==> src/rtl/inst_prefetch_queue.sv <==
// Instruction prefetch queue: fetches sequential words ahead of the PC into a
// small FIFO, flushes on PC redirect and discards responses to stale requests.
module inst_prefetch_queue #(
    parameter int unsigned DEPTH      = 4,
    parameter logic [31:0] RESET_ADDR = 32'h0000_0000
) (
    input  logic        clk,
    input  logic        rst,
    input  logic [31:0] inst_addr_i,
    input  logic        inst_ce_i,
    input  logic        inst_ack_i,
    output logic [31:0] inst_o,
    output logic        inst_valid_o,
    output logic        mem_req_o,
    output logic [31:0] mem_addr_o,
    input  logic        mem_gnt_i,
    input  logic        mem_rvalid_i,
    input  logic [31:0] mem_rdata_i
);

    localparam int unsigned PW = (DEPTH > 1) ? $clog2(DEPTH) : 1;
    localparam int unsigned CW = PW + 1;
    localparam logic [CW+1:0] LP_DEPTH = (CW + 2)'(DEPTH);

    logic [31:0]   r_mem [DEPTH];
    logic [PW-1:0] r_rd_ptr;
    logic [PW-1:0] r_wr_ptr;
    logic [CW-1:0] r_count;
    logic [CW-1:0] r_inflight;
    logic [CW-1:0] r_drop;
    logic [31:0]   r_head_addr;
    logic [31:0]   r_fetch_addr;

    logic          w_redirect;
    logic          w_hit;
    logic          w_grant;
    logic          w_pop;
    logic          w_rsp_any;
    logic          w_rsp_keep;
    logic          w_rsp_drop;
    logic [CW+1:0] w_total;

    assign w_redirect = inst_ce_i && (inst_addr_i != r_head_addr);
    assign w_hit      = inst_ce_i && !w_redirect && (r_count != '0);
    assign w_total    = {2'b00, r_count} + {2'b00, r_inflight} + {2'b00, r_drop};
    assign w_grant    = mem_req_o && mem_gnt_i;
    assign w_pop      = w_hit && inst_ack_i;

    // Older (dropped) requests always return before kept ones, so drops win.
    assign w_rsp_drop = mem_rvalid_i && (r_drop != '0);
    assign w_rsp_keep = mem_rvalid_i && (r_drop == '0) && (r_inflight != '0);
    assign w_rsp_any  = w_rsp_drop || w_rsp_keep;

    assign inst_valid_o = w_hit;
    assign inst_o       = w_hit ? r_mem[r_rd_ptr] : '0;
    assign mem_req_o    = rst && inst_ce_i && !w_redirect && (w_total < LP_DEPTH);
    assign mem_addr_o   = r_fetch_addr;

    always_ff @(posedge clk or negedge rst) begin
        if (!rst) begin
            r_rd_ptr     <= '0;
            r_wr_ptr     <= '0;
            r_count      <= '0;
            r_inflight   <= '0;
            r_drop       <= '0;
            r_head_addr  <= RESET_ADDR;
            r_fetch_addr <= RESET_ADDR;
        end else if (w_redirect) begin
            // Everything outstanding becomes a drop, minus the one returning now.
            r_rd_ptr     <= '0;
            r_wr_ptr     <= '0;
            r_count      <= '0;
            r_inflight   <= '0;
            r_drop       <= r_drop + r_inflight - CW'(w_rsp_any);
            r_head_addr  <= inst_addr_i;
            r_fetch_addr <= inst_addr_i;
        end else begin
            if (w_rsp_keep) begin
                r_wr_ptr <= r_wr_ptr + PW'(1);
            end
            if (w_pop) begin
                r_rd_ptr    <= r_rd_ptr + PW'(1);
                r_head_addr <= r_head_addr + 32'd4;
            end
            if (w_grant) begin
                r_fetch_addr <= r_fetch_addr + 32'd4;
            end
            if (w_rsp_drop) begin
                r_drop <= r_drop - CW'(1);
            end
            r_count    <= r_count + CW'(w_rsp_keep) - CW'(w_pop);
            r_inflight <= r_inflight + CW'(w_grant) - CW'(w_rsp_keep);
        end
    end

    always_ff @(posedge clk) begin
        if (w_rsp_keep && !w_redirect) begin
            r_mem[r_wr_ptr] <= mem_rdata_i;
        end
    end

`ifndef SYNTHESIS
    a_no_orphan_rvalid: assert property (@(posedge clk) disable iff (!rst)
        !(mem_rvalid_i && (r_inflight == '0) && (r_drop == '0)));
`endif

endmodule

==> config.mk <==
export PLATFORM = sky130hd
export DESIGN_NAME = inst_prefetch_queue
export DESIGN_NICKNAME = d
export VERILOG_FILES = /design/src/rtl/inst_prefetch_queue.sv
export SDC_FILE = /design/constraint.sdc
export NUM_CORES = 1
export LEC_CHECK = 0
export ABC_AREA = 1
export CAP_MARGIN = 5
export CORE_ASPECT_RATIO = 0.5
export CORE_MARGIN = 8
export CORE_UTILIZATION = 60
export DETAILED_ROUTE_END_ITERATION = 8
export PLACE_DENSITY = 0.85
export SETUP_SLACK_MARGIN = 0.3
export SLEW_MARGIN = 20
export SYNTH_ARGS = -nofsm -noshare
export SYNTH_HDL_FRONTEND = slang
export SYNTH_SLANG_ARGS = --single-unit
export TNS_END_PERCENT = 20
==> constraint.sdc <==
create_clock -name clk -period 6.5 [get_ports clk]
set_clock_uncertainty 0.15 [all_clocks]
set_input_delay 1.95 -clock clk [delete_from_list [all_inputs] [get_ports clk]]
set_output_delay 1.95 -clock clk [all_outputs]
set_load 0.03 [all_outputs]
==> results of run 1 <==
-- registers in the layout (all words and copies together) (netlist names) --
name         flops
r_head_addr     31
r_wr_ptr         2
r_mem          128
r_rd_ptr         2
r_drop           3
r_inflight       3
mem_addr_o      31
r_count          3
-- routing by layer --
metal / part of all wire (%) / track usage [%] / vias up
met1: 39 / 34.5 / 4877
met2: 48 / 46.1 / 522
met4: 3.2 / 8.23 / 0
li1: - / - / 4952
met5: 0 / 0 / -
met3: 9.2 / 4.48 / 76
-- worst paths after layout --
| check | slack [ns] | depth (start not counted) | end | startpoint |
|---|---|---|---|---|
| hold / removal | 0.40 | 1 | r_wr_ptr[0] | r_wr_ptr[0] |
| setup reg to reg | 2.97 | 15 | r_inflight[2] | r_inflight[1] |
| min in group asynchronous | 1.25 | 1 | mem_addr_o[8] | rst |
| hold reg to reg | 0.40 | 1 | r_wr_ptr[0] | r_wr_ptr[0] |
| setup / recovery | 0.34 | 15 | inst_o[10] | inst_addr_i[22] |
| max in group asynchronous | 3.91 | 2 | r_rd_ptr[0] | rst |
-- power breakdown --
group | switching (mW) | total [mW] | internal, mW
Clock | 0.498 | 1.11 | 0.617
Sequential | 0.0958 | 1.53 | 1.43
Combinational | 0.330 | 0.556 | 0.226
-- metrics by stage --
step / cell area, um^2 / hold slack (ns) / util [%]
after CTS: 13700 / 0.391 / 71.2
after global placement: 13100 / 0.363 / 67.9
after global routing: 13800 / 0.414 / 72.0
after floorplan: 11700 / 0.342 / -
after detailed placement: 13100 / 0.379 / 67.9
final: 13800 / 0.396 / 72.0
-- cell families (layout without fill, tap and decap cells) --
| family | after synthesis | count (layout) | share of synthesized area [%] |
|---|---|---|---|
| AOI/OAI and AO/OA | 108 | 108 | 4.98 |
| buffers and inverters | 202 | 327 | 7.43 |
| and+or+nand+nor | 883 | 883 | 30.9 |
| DFF | 203 | 203 | 49.1 |
| xor gates and xnor gates | 64 | 64 | 4.81 |
| adders and majority gates | 23 | 23 | 2.86 |
-- layout make-up --
class / count / area [um^2]
well taps: 266 / 333
clock buffers: 28 / 531
inverters: 135 / 519
repair inverters: 1 / 8.76
clock inverters: 5 / 83.8
repair buffers: 158 / 1490
flip-flops and latches: 203 / 5720
multi-input cells: 1078 / 5170
fillers: 1492 / 5390
-- placed cells by master (no fill, tap or decap), drive strengths merged, types with 2 or more instances in the layout --
master,count
clkinv,6
o21ai,73
xnor2,20
inv,134
ha,17
edfxtp,128
dlymetal6s2s,2
nor2,236
nand2,486
clkbuf,28
dfrtp,75
nand3b,3
xor2,44
fa,6
buf,58
nor3,19
nand3,116
nand4,21
a21oi,34
clkdlybuf4s50,98
-- repair_timing --
item                                   in CTS  in global routing
pin swaps                                   1                  2
cloned                                      0                  1
buffers inserted                            1                  4
endpoints found under the hold margin       0                  0
gates resized for setup                     5                 25
setup endpoints to repair                  32                 32
==> flow_summary.yaml, run 1 <==
synthesis:
  synth_area_leader_cell: "edfxtp_1"
  syn_avg_cell_area_um2: 7.86
  ys_top_cells_by_area: "edfxtp_1 33%, dfrtp_1 16%, nand2_1 16%, nor2_1 7.5%, nand3_1 5.0%"
  netlist.area_leader.share_pct: 33.0
  synth_warnings: 0
  yosysMostFrequentCell: "nand2_1"
  async_reset_ff_share_pct: 36.9
  ys_seq_area_share_pct: 49.1
  syn-cell-area_mm2: 0.0117
  syn_inst: 1483
  synth_cell_types: 34
  ys_top_cells_by_count: "484 x nand2_1, 233 x nor2_1, 128 x edfxtp_1"
  mappedNetlistNets: 1576
  ys_ff_latch: 203
  synth-edff-count: 128
  synth_ff_type: "edfxtp_1"
worst_hold_path:
  hold_path_class: "reg2reg"
die:
  initial_core_util_pct: 60.6
  fp.dieH_um: 115
  row_count: 36
  fp.dieW_um: 213
  die-area_mm2: 0.0244
  coreArea_mm2: 0.0192
  io_pins: 136
timing:
  tightest_slew_ns: 1.02
  period_share_pct: 94.8
  slew_violations: 0
  max_freq_mhz: 162
  post-route-min-period_ns: 6.16
  fin_ws_ns: 0.337
  finalHoldViolations: 0
  report.final.setup_viol: 0
  slew_headroom_pct: 32.2
  rsz0062_at_grt: "true"
  finalSetupTns_ns: 0
worst_setup_path:
  critPathCaptureType: "primary output"
  crit_top_cell: "nand2_1"
  crit_buf_inv: 6
  path_class: "in2out"
  arrival_ns: 4.06
  crit_required_ns: 4.40
  start_kind: "primary input"
  crit_path_max_incr_delay_ns: 0.52
  path_cells: "clkdlybuf4s50_1, inv_1, nand2_1, nand2_1, inv_1, nand2_1, nor2_2, nand2_1, nor2_2, nand3_2, nor2_4, buf_12, clkinv_8, a21oi_2, buf_4"
  path_max_fanout: 16
  crit_path_top_delay_cell: "clkdlybuf4s50_1"
  critPathTopFamily: "buffers and inverters"
power_and_ir_drop:
  powerDensity_mw_per_mm2: 231
  finalPower_mw: 3.20
  leakage_nw: 6.18
  ir_drop_mv: 0.227
drt:
  vias: 10427
  viasPerCell: 5.56
  drc: 0
  final_antenna_net_count: 0
  first_pass_iters: 6
  routedWlPerCell_um: 17.9
  wl_um: 33600
  drt_iter0_markers: 1272
clocking:
  clock_path_buffers: 3
  cts_inserted_buffers: 20
  clk_pin_slew_worst_paths_ns: 0.07
  cts_root_buf: "clkbuf_16"
  postCtsHoldBufs: 0
  clock-sinks: 203
  cts_tree: "yes"
  clk_latency_ns: 0.52
  htree_num_levels: 1
global_routing:
  grt_pass1_vias: 9922
  grt_max_degree: 92
  grt_antenna_before_repair: 0
  overflow: 0
  grtUsageTotal_pct: 26.8
  grt_first_pass_wirelength_um: 51900
cells_and_area:
  nets: 1690
  final_cells: 1874
  antennaDiodeCount: 0
  syn_to_final_growth_pct: 18.8
  layout-drive-gt1-share_pct: 8.21
placement:
  port_buffers: 135
  hpwl_um: 22900
  place.gp.congestion: 0.997
  dp.cells: 1835
  pre_cts_slack_ns: 0.0390
job:
  drv_cap: 0
outcome:
  status: "complete, no violations"
Note: power is estimated with default switching activity, not from simulation.
==> run 2, diff against run 1 <==
--- a/config.mk
+++ b/config.mk
@@ -6,6 +6,7 @@
 export NUM_CORES = 1
 export LEC_CHECK = 0
 export ABC_AREA = 1
+export ABC_CLOCK_PERIOD_IN_PS = 6500
 export CAP_MARGIN = 5
 export CORE_ASPECT_RATIO = 0.5
 export CORE_MARGIN = 8
@@ -13,6 +14,7 @@
 export DETAILED_ROUTE_END_ITERATION = 8
 export PLACE_DENSITY = 0.85
 export SETUP_SLACK_MARGIN = 0.3
+export SKIP_CTS_REPAIR_TIMING = 1
 export SLEW_MARGIN = 20
 export SYNTH_ARGS = -nofsm -noshare
 export SYNTH_HDL_FRONTEND = slang
==> flow_summary.yaml, run 2 (synthesis gave the netlist of run 1 again) <==
outcome:
  status: "complete, no violations"
timing:
  tightest_slew_ns: 1.01
  slew_headroom_pct: 32.8
  report.final.setup_viol: 0
  slew_violations: 0
  rsz0062_at_grt: "true"
  fin_ws_ns: 0.363
  period_share_pct: 94.4
  post-route-min-period_ns: 6.14
  finalSetupTns_ns: 0
  finalHoldViolations: 0
  max_freq_mhz: 163
power_and_ir_drop:
  p_comb_share_pct: 17.4
  leakage_nw: 6.20
  finalPower_mw: 3.20
  p_int_mw: 2.27
  p_switching_mw: 0.928
  p_seq_share_pct: 47.7
  clockPowerShare_pct: 35.0
  switching_share_pct: 29.0
  ir_drop_mv: 0.226
  powerDensity_mw_per_mm2: 230
cells_and_area:
  nFillCells: 1484
  nets: 1688
  final_area_mm2: 0.0139
  layout-drive-gt1-share_pct: 8.66
  regMostFlops: "r_mem"
  syn_to_final_growth_pct: 19.2
  final_common_cell: "nand2_1"
  final_cell_mix: "483 x nand2_1, 226 x nor2_1, 128 x edfxtp_1"
  antennaDiodeCount: 0
  final_cells: 1872
  largest_register_ffs: 128
worst_hold_path:
  hold_path_class: "reg2reg"
clocking:
  cts_root_buf: "clkbuf_16"
  clk_latency_ns: 0.52
  cts_tree: "yes"
  cts_inserted_buffers: 20
  clock_path_buffers: 3
  clock-sinks: 203
  clk_pin_slew_worst_paths_ns: 0.07
  htree_num_levels: 1
die:
  fp.dieH_um: 115
  row_count: 36
  initial_core_util_pct: 60.6
  io_pins: 136
  die-area_mm2: 0.0244
  fp.dieW_um: 213
  coreArea_mm2: 0.0192
placement:
  pre_cts_slack_ns: 0.0390
  port_buffers: 135
  dp.cells: 1835
  place.gp.congestion: 0.997
  post_dp_cell_area_mm2: 0.0131
  hpwl_um: 22900
drt:
  vias: 10366
  final_antenna_net_count: 0
  routedWlPerCell_um: 18.0
  drc: 0
  drt_iter0_markers: 1242
  first_pass_iters: 6
  viasPerCell: 5.54
  wl_um: 33600
global_routing:
  grt_pass1_vias: 9887
  grt_first_pass_wirelength_um: 51700
  grt_max_degree: 92
  top_usage_layer: "met2"
  use_met3_pct: 4.67
  use_met1_pct: 34.3
  grtUsageTotal_pct: 26.7
  use_met2_pct: 45.7
  overflow: 0
  grt_antenna_before_repair: 0
worst_setup_path:
  path_max_fanout: 16
  arrival_ns: 4.04
  crit_required_ns: 4.40
  critPathCaptureType: "primary output"
  start_kind: "primary input"
  path_class: "in2out"
job:
  drv_cap: 0
[run 2: changes by cell type in the layout (fill, tap and decap cells not counted), sizes merged]
cell,previous run,this run
inv,134,135
clkinv,6,5
dlymetal6s2s,2,5
buf,58,56
clkdlybuf4s50,98,95
[run 2: power groups by stage]
stage / Clock (mW) / Sequential [mW] / Combinational (mW)
5_1_grt: 1.17 / 1.53 / 0.617
3_5_place_dp: 0 / 1.55 / 0.542
2_1_floorplan: 0 / 1.56 / 0.322
4_1_cts: 1.12 / 1.52 / 0.552
3_3_place_gp: 0 / 1.55 / 0.521
6_report: 1.12 / 1.53 / 0.555
[run 2: area by class of cell]
cell class,count,area (um^2),area share (%)
Inverter,135,519,3.74
Tap cell,266,333,2.39
Timing Repair Buffer,156,1490,10.7
Timing Repair inverter,1,8.76,0.0630
Sequential cell,203,5720,41.2
Multi-Input combinational cell,1078,5220,37.5
Clock inverter,5,83.8,0.603
Clock buffer,28,531,3.82
[run 2: final timing paths]
check,cells after the start,slack [ns],from,endpoint
worst max-delay path,15,0.36,inst_addr_i[22],inst_o[7]
worst min-delay path,1,0.39,r_wr_ptr[0],r_wr_ptr[0]
worst max register to register,15,2.95,r_count[1],r_inflight[2]
worst min register to register,1,0.39,r_wr_ptr[0],r_wr_ptr[0]
max in group asynchronous,2,3.92,rst,r_rd_ptr[0]
min in group asynchronous,1,1.26,rst,mem_addr_o[13]
[run 2: critical path: stages]
cell	delay (ns)
clkdlybuf4s50_1	0.52
inv_1	0.06
nand2_1	0.06
nand2_1	0.08
inv_1	0.06
nand2_1	0.09
nor2_2	0.13
nand2_1	0.08
nor2_2	0.12
nand3_2	0.15
nor2_4	0.18
buf_6	0.14
inv_6	0.09
a21oi_2	0.13
buf_4	0.18
[run 2: layer usage]
metal / up-vias / part of all wire [%] / routed length, um
met5: - / 0 / 0
met4: 0 / 2.6 / 880
met3: 66 / 8.1 / 2710
met2: 453 / 49 / 16400
met1: 4906 / 41 / 13600
li1: 4941 / - / -
[run 2: through the flow]
stage	util [%]	hold WS (ns)
floorplan	-	0.342
global placement	67.9	0.363
detailed placement	67.9	0.379
CTS	71.1	0.391
global route	72.3	0.414
finish	72.3	0.393
==> run 3, diff against run 2 <==
--- a/config.mk
+++ b/config.mk
@@ -8,9 +8,11 @@
 export ABC_AREA = 1
 export ABC_CLOCK_PERIOD_IN_PS = 6500
 export CAP_MARGIN = 5
+export CELL_PAD_IN_SITES_DETAIL_PLACEMENT = 1
+export CELL_PAD_IN_SITES_GLOBAL_PLACEMENT = 1
 export CORE_ASPECT_RATIO = 0.5
 export CORE_MARGIN = 8
-export CORE_UTILIZATION = 60
+export CORE_UTILIZATION = 45
 export DETAILED_ROUTE_END_ITERATION = 8
 export PLACE_DENSITY = 0.85
 export SETUP_SLACK_MARGIN = 0.3
==> flow_summary.yaml, run 3 (synthesis gave the netlist of run 1 again) <==
outcome:
  status: "complete, no violations"
global_routing:
  grt_max_degree: 67
  grt_antenna_before_repair: 1
  grtUsageTotal_pct: 24.1
  grt_first_pass_wirelength_um: 61100
  overflow: 0
  grt_pass1_vias: 11124
die:
  fp.dieW_um: 244
  io_pins: 136
  initial_core_util_pct: 46.0
  fp.dieH_um: 130
  die-area_mm2: 0.0316
  row_count: 41
  coreArea_mm2: 0.0253
cells_and_area:
  regArea_mm2: 0.00572
  syn_to_final_growth_pct: 20.3
  layout-drive-gt1-share_pct: 9.01
  final_common_cell: "nand2_1"
  multi_input_area_mm2: 0.00521
  final_cells: 1955
  largest_register_ffs: 128
  final_cell_mix: "481 x nand2_1, 224 x nor2_1, 128 x edfxtp_1"
  postLayoutCoreUtil_pct: 55.4
  nets: 1689
  regMostFlops: "r_mem"
  nFillCells: 3084
clocking:
  cts_tree: "yes"
  cts_root_buf: "clkbuf_16"
  cts_inserted_buffers: 21
  clock_path_buffers: 3
  clk_pin_slew_worst_paths_ns: 0.06
  clock-sinks: 203
  clk_latency_ns: 0.53
  htree_num_levels: 1
placement:
  hpwl_um: 26900
  dp.cells: 1912
  port_buffers: 135
  place.gp.congestion: 0.901
power_and_ir_drop:
  p_switching_mw: 0.969
  clockPowerShare_pct: 36.0
  finalPower_mw: 3.29
  leakage_nw: 6.25
  p_int_mw: 2.32
  switching_share_pct: 29.5
  p_comb_share_pct: 17.5
  ir_drop_mv: 0.131
  powerDensity_mw_per_mm2: 234
  p_seq_share_pct: 46.5
drt:
  routedWlPerCell_um: 20.1
  first_pass_iters: 5
  wl_um: 39300
  final_antenna_net_count: 0
  drc: 0
  vias: 10457
  drt_iter0_markers: 758
  viasPerCell: 5.35
timing:
  rsz0062_at_grt: "true"
  finalSetupTns_ns: 0
  slew_violations: 0
  hold_ws_ns: 0.390
  report.final.setup_viol: 0
  max_freq_mhz: 163
  post-route-min-period_ns: 6.15
  period_share_pct: 94.6
  finalHoldViolations: 0
  slew_headroom_pct: 49.6
  tightest_slew_ns: 0.753
worst_setup_path:
  crit_required_ns: 4.40
  regToRegSetupSlack_ns: 2.68
  start_kind: "primary input"
  path_class: "in2out"
  critPathCaptureType: "primary output"
  arrival_ns: 4.05
  path_max_fanout: 16
worst_hold_path:
  hold_path_class: "reg2reg"
job:
  drv_cap: 0
[run 3: changes by cell type in the layout (fill, tap and decap cells not counted), sizes merged]
cell and change:
diode +1, dlymetal6s2s +4, inv +1, clkdlybuf4s50 -4, clkbuf +3
[run 3: cell type report]
cell class | count | area share [%]
Antenna cell | 1 | 0.0178
Inverter | 135 | 3.70
Tap cell | 344 | 3.07
Timing Repair Buffer | 156 | 10.7
Timing Repair inverter | 1 | 0.0624
Clock buffer | 31 | 4.16
Clock inverter | 6 | 0.401
Multi-Input combinational cell | 1078 | 37.1
Sequential cell | 203 | 40.8
[run 3: metal layers]
metal  wire length [um]  GRT usage [%]
met5                  0              0
met4               1100           7.36
met3               1800           4.18
met2              19300           42.6
met1              17000           30.2
[run 3: power by group through the flow]
stage	Sequential, mW	Clock [mW]	Combinational (mW)
after floorplan	1.56	0	0.322
after CTS	1.53	1.21	0.565
after global placement	1.55	0	0.527
after detailed placement	1.55	0	0.559
after global routing	1.54	1.25	0.638
final	1.53	1.18	0.575
[run 3: path summary, 6_finish.rpt]
check	start	endpoint	depth (start not counted)
worst max-delay path	inst_addr_i[23]	inst_o[19]	15
worst min-delay path	r_wr_ptr[1]	r_wr_ptr[1]	2
worst max register to register	r_count[2]	r_inflight[2]	16
worst min register to register	r_wr_ptr[1]	r_wr_ptr[1]	2
max in group asynchronous	rst	r_rd_ptr[0]	2
min in group asynchronous	rst	mem_addr_o[18]	1
[run 3: through the flow]
step	cell area (um^2)	setup slack (ns)
floorplan	11700	0.723
global placement	13100	0.197
detailed placement	13100	0.0849
CTS	13800	0.0366
global route	14000	0.208
finish	14000	0.348
[run 3: worst max-delay path, cell delays in order]
cell and delay (ns):
clkdlybuf4s50_1 0.53, inv_1 0.06, nand2_1 0.05, nand2_1 0.07
inv_1 0.06, nand2_1 0.06, nor2_2 0.16, nand2_1 0.11
nor2_4 0.13, nand3_2 0.11, nor2_4 0.17, buf_6 0.15
inv_6 0.09, a21oi_1 0.15, buf_4 0.18
